<file path="src/rtl/rx_frame_sampler.sv">
`default_nettype none
// =============================================================================
// Module   : rx_frame_sampler
// Purpose  : Oversampling UART receive framer with configurable data/parity/stop
//            format. Optional RX_MAJORITY_VOTE_EN selects 2-of-3 bit voting.
// Revision : 1.0 - initial parametrised release
// =============================================================================
module rx_frame_sampler #(
    parameter int OVERSAMPLE  = 16,
    parameter int DATA_BITS   = 8,
    parameter int PARITY_MODE = 0,
    parameter int STOP_BITS   = 1
) (
    input  logic                 sampling_clock,
    input  logic                 reset,
    input  logic                 rx,
    input  logic                 rx_enable,
    output logic [DATA_BITS-1:0] data_out,
    output logic                 data_valid,
    output logic                 parity_error,
    output logic                 framing_error,
    output logic                 busy,
    output logic [7:0]           counter_out
);

    localparam int              c_HALF      = OVERSAMPLE / 2;
    localparam int              c_KW        = $clog2(OVERSAMPLE);
    localparam logic [c_KW-1:0] c_K_LAST    = c_KW'(OVERSAMPLE - 1);
    localparam logic [c_KW-1:0] c_K_MID     = c_KW'(c_HALF);
    localparam logic [c_KW-1:0] c_K_DECIDE  = c_KW'(c_HALF + 1);
    localparam logic [3:0]      c_LAST_DATA = 4'(DATA_BITS - 1);
    localparam logic [3:0]      c_LAST_STOP = 4'(STOP_BITS - 1);

    typedef enum logic [2:0] {
        S_IDLE      = 3'd0,
        S_START     = 3'd1,
        S_DATA      = 3'd2,
        S_PARITY    = 3'd3,
        S_STOP      = 3'd4,
        S_WAIT_HIGH = 3'd5
    } state_t;

    state_t                 r_state;
    logic                   r_sync1;
    logic                   r_sync2;
    logic [c_KW-1:0]        r_k;
    logic [3:0]             r_bit_cnt;
    logic [DATA_BITS-1:0]   r_shift;
    logic                   r_perr_pend;
    logic                   r_ferr_pend;
    logic [DATA_BITS-1:0]   r_data_out;
    logic                   r_data_valid;
    logic                   r_parity_error;
    logic                   r_framing_error;
    logic                   r_busy;

    logic                   w_rxs;
    logic                   w_bit;
    logic                   w_decide;
    logic                   w_par_exp;
    logic [c_KW-1:0]        w_k_next;

    always_ff @(posedge sampling_clock) begin
        if (reset) begin
            r_sync1 <= 1'b1;
            r_sync2 <= 1'b1;
        end else begin
            r_sync1 <= rx;
            r_sync2 <= r_sync1;
        end
    end

    assign w_rxs = r_sync2;

`ifdef RX_MAJORITY_VOTE_EN
    localparam logic [c_KW-1:0] c_K_EARLY = c_KW'(c_HALF - 1);

    logic r_samp_early;
    logic r_samp_mid;

    always_ff @(posedge sampling_clock) begin
        if (reset) begin
            r_samp_early <= 1'b1;
            r_samp_mid   <= 1'b1;
        end else begin
            if (r_k == c_K_EARLY) r_samp_early <= w_rxs;
            if (r_k == c_K_MID)   r_samp_mid   <= w_rxs;
        end
    end

    // Third vote is the live sample at the decision tick itself.
    assign w_bit = (r_samp_early & r_samp_mid) |
                   (r_samp_early & w_rxs) |
                   (r_samp_mid   & w_rxs);
`else
    logic r_samp_mid;

    always_ff @(posedge sampling_clock) begin
        if (reset) begin
            r_samp_mid <= 1'b1;
        end else if (r_k == c_K_MID) begin
            r_samp_mid <= w_rxs;
        end
    end

    assign w_bit = r_samp_mid;
`endif

    assign w_k_next  = (r_k == c_K_LAST) ? '0 : r_k + 1'b1;
    assign w_decide  = (r_state != S_IDLE) && (r_state != S_WAIT_HIGH) && (r_k == c_K_DECIDE);
    assign w_par_exp = (PARITY_MODE == 1) ? ~(^r_shift) : (^r_shift);

    always_ff @(posedge sampling_clock) begin
        if (reset) begin
            r_state         <= S_IDLE;
            r_k             <= '0;
            r_bit_cnt       <= '0;
            r_shift         <= '0;
            r_perr_pend     <= 1'b0;
            r_ferr_pend     <= 1'b0;
            r_data_out      <= '0;
            r_data_valid    <= 1'b0;
            r_parity_error  <= 1'b0;
            r_framing_error <= 1'b0;
            r_busy          <= 1'b0;
        end else begin
            r_data_valid <= 1'b0;
            if (!rx_enable) begin
                r_state <= S_IDLE;
                r_k     <= '0;
                r_busy  <= 1'b0;
            end else begin
                case (r_state)
                    S_IDLE: begin
                        r_k <= '0;
                        if (!w_rxs) begin
                            r_state <= S_START;
                            r_k     <= w_k_next;
                            r_busy  <= 1'b1;
                        end
                    end

                    S_START: begin
                        r_k <= w_k_next;
                        if (w_decide) begin
                            if (w_bit) begin
                                r_state <= S_IDLE;
                                r_k     <= '0;
                                r_busy  <= 1'b0;
                            end else begin
                                r_state     <= S_DATA;
                                r_bit_cnt   <= '0;
                                r_perr_pend <= 1'b0;
                                r_ferr_pend <= 1'b0;
                            end
                        end
                    end

                    S_DATA: begin
                        r_k <= w_k_next;
                        if (w_decide) begin
                            r_shift <= {w_bit, r_shift[DATA_BITS-1:1]};
                            if (r_bit_cnt == c_LAST_DATA) begin
                                r_bit_cnt <= '0;
                                r_state   <= (PARITY_MODE != 0) ? S_PARITY : S_STOP;
                            end else begin
                                r_bit_cnt <= r_bit_cnt + 4'd1;
                            end
                        end
                    end

                    S_PARITY: begin
                        r_k <= w_k_next;
                        if (w_decide) begin
                            r_perr_pend <= (w_bit != w_par_exp);
                            r_bit_cnt   <= '0;
                            r_state     <= S_STOP;
                        end
                    end

                    S_STOP: begin
                        r_k <= w_k_next;
                        if (w_decide) begin
                            if (r_bit_cnt == c_LAST_STOP) begin
                                r_data_valid    <= 1'b1;
                                r_data_out      <= r_shift;
                                r_parity_error  <= r_perr_pend;
                                r_framing_error <= r_ferr_pend | ~w_bit;
                                r_k             <= '0;
                                // A low final stop means a break; wait for the line to recover.
                                if (w_bit) begin
                                    r_state <= S_IDLE;
                                    r_busy  <= 1'b0;
                                end else begin
                                    r_state <= S_WAIT_HIGH;
                                end
                            end else begin
                                r_ferr_pend <= r_ferr_pend | ~w_bit;
                                r_bit_cnt   <= r_bit_cnt + 4'd1;
                            end
                        end
                    end

                    S_WAIT_HIGH: begin
                        r_k <= '0;
                        if (w_rxs) begin
                            r_state <= S_IDLE;
                            r_busy  <= 1'b0;
                        end
                    end

                    default: begin
                        r_state <= S_IDLE;
                        r_k     <= '0;
                        r_busy  <= 1'b0;
                    end
                endcase
            end
        end
    end

    assign data_out      = r_data_out;
    assign data_valid    = r_data_valid;
    assign parity_error  = r_parity_error;
    assign framing_error = r_framing_error;
    assign busy          = r_busy;
    assign counter_out   = 8'(r_k);

endmodule
`default_nettype wire
</file>
<file path="config.mk">
export PLATFORM = sky130hd
export DESIGN_NAME = rx_frame_sampler
export DESIGN_NICKNAME = d
export VERILOG_FILES = /design/src/rtl/rx_frame_sampler.sv
export SDC_FILE = /design/constraint.sdc
export NUM_CORES = 1
export LEC_CHECK = 0
export CELL_PAD_IN_SITES_DETAIL_PLACEMENT = 0
export CELL_PAD_IN_SITES_GLOBAL_PLACEMENT = 2
export CORE_UTILIZATION = 33
export DETAILED_ROUTE_END_ITERATION = 16
export PLACE_DENSITY = 0.79
export SETUP_SLACK_MARGIN = 0.05
export SLEW_MARGIN = 20
export SYNTH_ARGS = -nofsm -noshare
export SYNTH_HDL_FRONTEND = slang
export SYNTH_SLANG_ARGS = --single-unit
</file>
<file path="constraint.sdc">
create_clock -name sampling_clock -period 2.22 [get_ports sampling_clock]
set_clock_uncertainty 0.2 [all_clocks]
set_input_delay 0.333 -clock sampling_clock [delete_from_list [all_inputs] [get_ports sampling_clock]]
set_output_delay 0.333 -clock sampling_clock [all_outputs]
set_load 0.02 [all_outputs]
</file>
==> reports/results.tsv <==
metric	value	unit
synth_top_family_by_area	simple AND/OR/NAND/NOR gates	
antenna_left	0	
yosysSeqAreaShare	0.408	
diodes	0	
worst-path-stages	7	
ios	24	
ys_types	41	
holdCritStartpoint	r_sync1	
route.vias.total	1394	
power_leakage	0.887	nW
p_comb_frac	0.040	
multi_input_area	961	um2
r2r-end	r_bit_cnt[3]	
cts_tree	done	
clock_sinks	36	
routed_wl	3570	um
rrSetupSlack	0.17	ns
place_congestion	0.848	
worstPathRequired	2.24	ns
rsz0062_at_grt	true	
synthXorXnorAreaFrac	0.0496	
synth_fa_ha_area_frac	0.0354	
clk_pin_slew_worst_paths	0.08	ns
slowest_stage	or4_1	
ys.flop_type	dfxtp_1	
cap_viol_max_count	0	
syn_area_per_cell	9.15	um2
start_util	0.343	
crit_type	flip-flop to flip-flop	
layout-drive-gt1-share	0.123	
crit_path_end_kind	flip-flop	
drcViolationCount	0	
row_count	26	
final-hold-violation-count	0	
insertion_delay	0.29	ns
intPower	0.945	mW
maxSlewViolCount	0	
yosys.area_share.simple	0.223	
synth_compound_area_frac	0.0971	
wl_per_cell	12.3	um
area_delta_synth_final	23.2	%
io_buffers	19	
cts_buffer_depth	2	
outcome	completed	
period_share	0.924	
crit_chain	inv_1, ha_1, and3b_2, nand2_1, a21o_1, or4_1, a21oi_1	
fp.dieW	75.1	um
drt_iter0_drc	56	
period_minus_slack	2.05	ns
vdd_ir_drop_max	0.310	mV
arrival	2.07	ns
vias_per_cell	4.81	
ys_async_sr_fraction	0	
power.density	556	nW/um2
post-route-util	0.423	
ff_latch_area	723	um2
final.setup.tns	0	ns
cp_top_family	simple AND/OR/NAND/NOR gates	
crit_end	r_bit_cnt[3]	
r2r_cells	7	
worst_hold_path_type	flip-flop to flip-flop	
ctsHtreeMaxLevel	2	
first_pass_iters	4	
setup_violations	0	
cts_made_buffers	5	
r2r_start	r_k[1]	
startpoint	r_k[1]	
pwr-share-clk	0.421	
final_common_cell	dfxtp_1	
core-area	5140	um2
power_switching	0.265	mW
crit_fanout	5	
swShare	0.219	
grt_max_degree	30	
synth_seq_cells	36	
syn_area	1770	um2
nFillCells	527	
final_cell_mix	dfxtp_1 (34), nor2_1 (27), mux2i_1 (22)	
synth-edff-count	0	
dieArea	5650	um2
place_hpwl	2550	um
final_nets	229	
grt_pass1_wl	5820	um
seqPwrFrac	0.540	
grt_antenna_before_repair	0	
synth_warnings	0	
die_h	75.1	um
synth.area.mux_share	0.125	
overflow	0	
root_buffer	clkbuf_8	
slowest_delay	0.51	ns
grt_usage	0.138	
startpoint_type	flip-flop	
grt_pass1_vias	1268	
synthCells	193	
max_freq	487	MHz
critPathBufInv	1	
-- power by group through the flow --
stage	registers (mW)	logic [mW]	clock network [mW]
finish	0.653	0.0479	0.509
global route	0.653	0.0520	0.553
CTS	0.653	0.0462	0.527
detailed placement	0.668	0.0462	0
global placement	0.668	0.0455	0
floorplan	0.667	0.0372	0
-- logic make-up after synthesis --
family,count (synthesis)
xor gates and xnor gates,10
muxes,22
adders and majority gates,5
buffers and inverters,21
other,1
and+or+nand+nor,71
AOI/OAI and AO/OA,27
DFF,36
-- state kept, by name (all words and copies together) (netlist names) --
signal,count
busy,1
data_out,8
data_valid,1
framing_error,1
parity_error,1
r_bit_cnt,4
r_ferr_pend,1
r_k,4
r_perr_pend,1
r_samp_mid,1
r_shift,8
r_state,3
r_sync1,1
r_sync2,1
-- synthesized netlist by cell type (all sizes together), types with 3 or more instances --
cell type / number / area share
o21ai: 3 / 0.0085
nand2: 5 / 0.011
a211oi: 3 / 0.013
mux2i: 22 / 0.12
inv: 7 / 0.015
nand3b: 4 / 0.017
a21oi: 10 / 0.028
ha: 5 / 0.035
or4: 3 / 0.013
xnor2: 9 / 0.045
nand3: 4 / 0.011
nand2b: 4 / 0.014
nor3: 5 / 0.014
buf: 9 / 0.034
nor2b: 5 / 0.018
dfxtp: 36 / 0.41
nor2: 27 / 0.057
nor3b: 4 / 0.023
clkbuf: 5 / 0.011
-- stage by stage --
step	worst slack (ns)	total power, mW	instance area [um2]	hold WS, ns	instances
finish	0.168	1.21	2170	0.207	290
global route	0.0352	1.26	2170	0.257	290
CTS	0.0792	1.23	2150	0.213	288
detailed placement	0.0604	0.714	2050	0.199	281
global placement	0.123	0.713	2050	0.201	281
floorplan	0.0633	0.704	1780	0.189	196
-- worst min path at each step --
stage / end / slack, ns / cells after the start
final: r_sync2 / 0.21 / 1
after global routing: r_sync2 / 0.26 / 1
after CTS: r_sync2 / 0.21 / 1
after detailed placement: r_sync2 / 0.20 / 1
after global placement: r_sync2 / 0.20 / 1
after floorplan: r_sync2 / 0.19 / 1
-- routing by layer --
| metal | wire (um) | GRT usage | vias to the layer above | share of wire |
|---|---|---|---|---|
| met5 | 0 | 0 | - | 0 |
| met4 | 60 | 0.0556 | 0 | 0.017 |
| met3 | 133 | 0.0455 | 6 | 0.037 |
| met2 | 1690 | 0.218 | 26 | 0.47 |
| met1 | 1690 | 0.174 | 653 | 0.47 |
| li1 | - | - | 709 | - |
-- area by class of cell --
type / instances / share of cell area
tap: 70 / 0.0403
clock buffer: 7 / 0.0443
timing repair buffer: 31 / 0.129
inverter: 7 / 0.0121
sequential: 36 / 0.333
multi-input combinational: 139 / 0.442
-- timing repair --
action	CTS	global route
endpoints found under the setup margin	0	5
gates resized for setup	0	4
hold buffers	0	0
setup buffers	0	2
-- worst register-to-register path, stage by stage (launching register included) --
cell	delay [ns]
dfxtp_1	0.34
inv_1	0.10
ha_1	0.16
and3b_2	0.24
nand2_1	0.08
a21o_1	0.19
or4_1	0.51
a21oi_1	0.16
(Power assumes the default switching activity.)
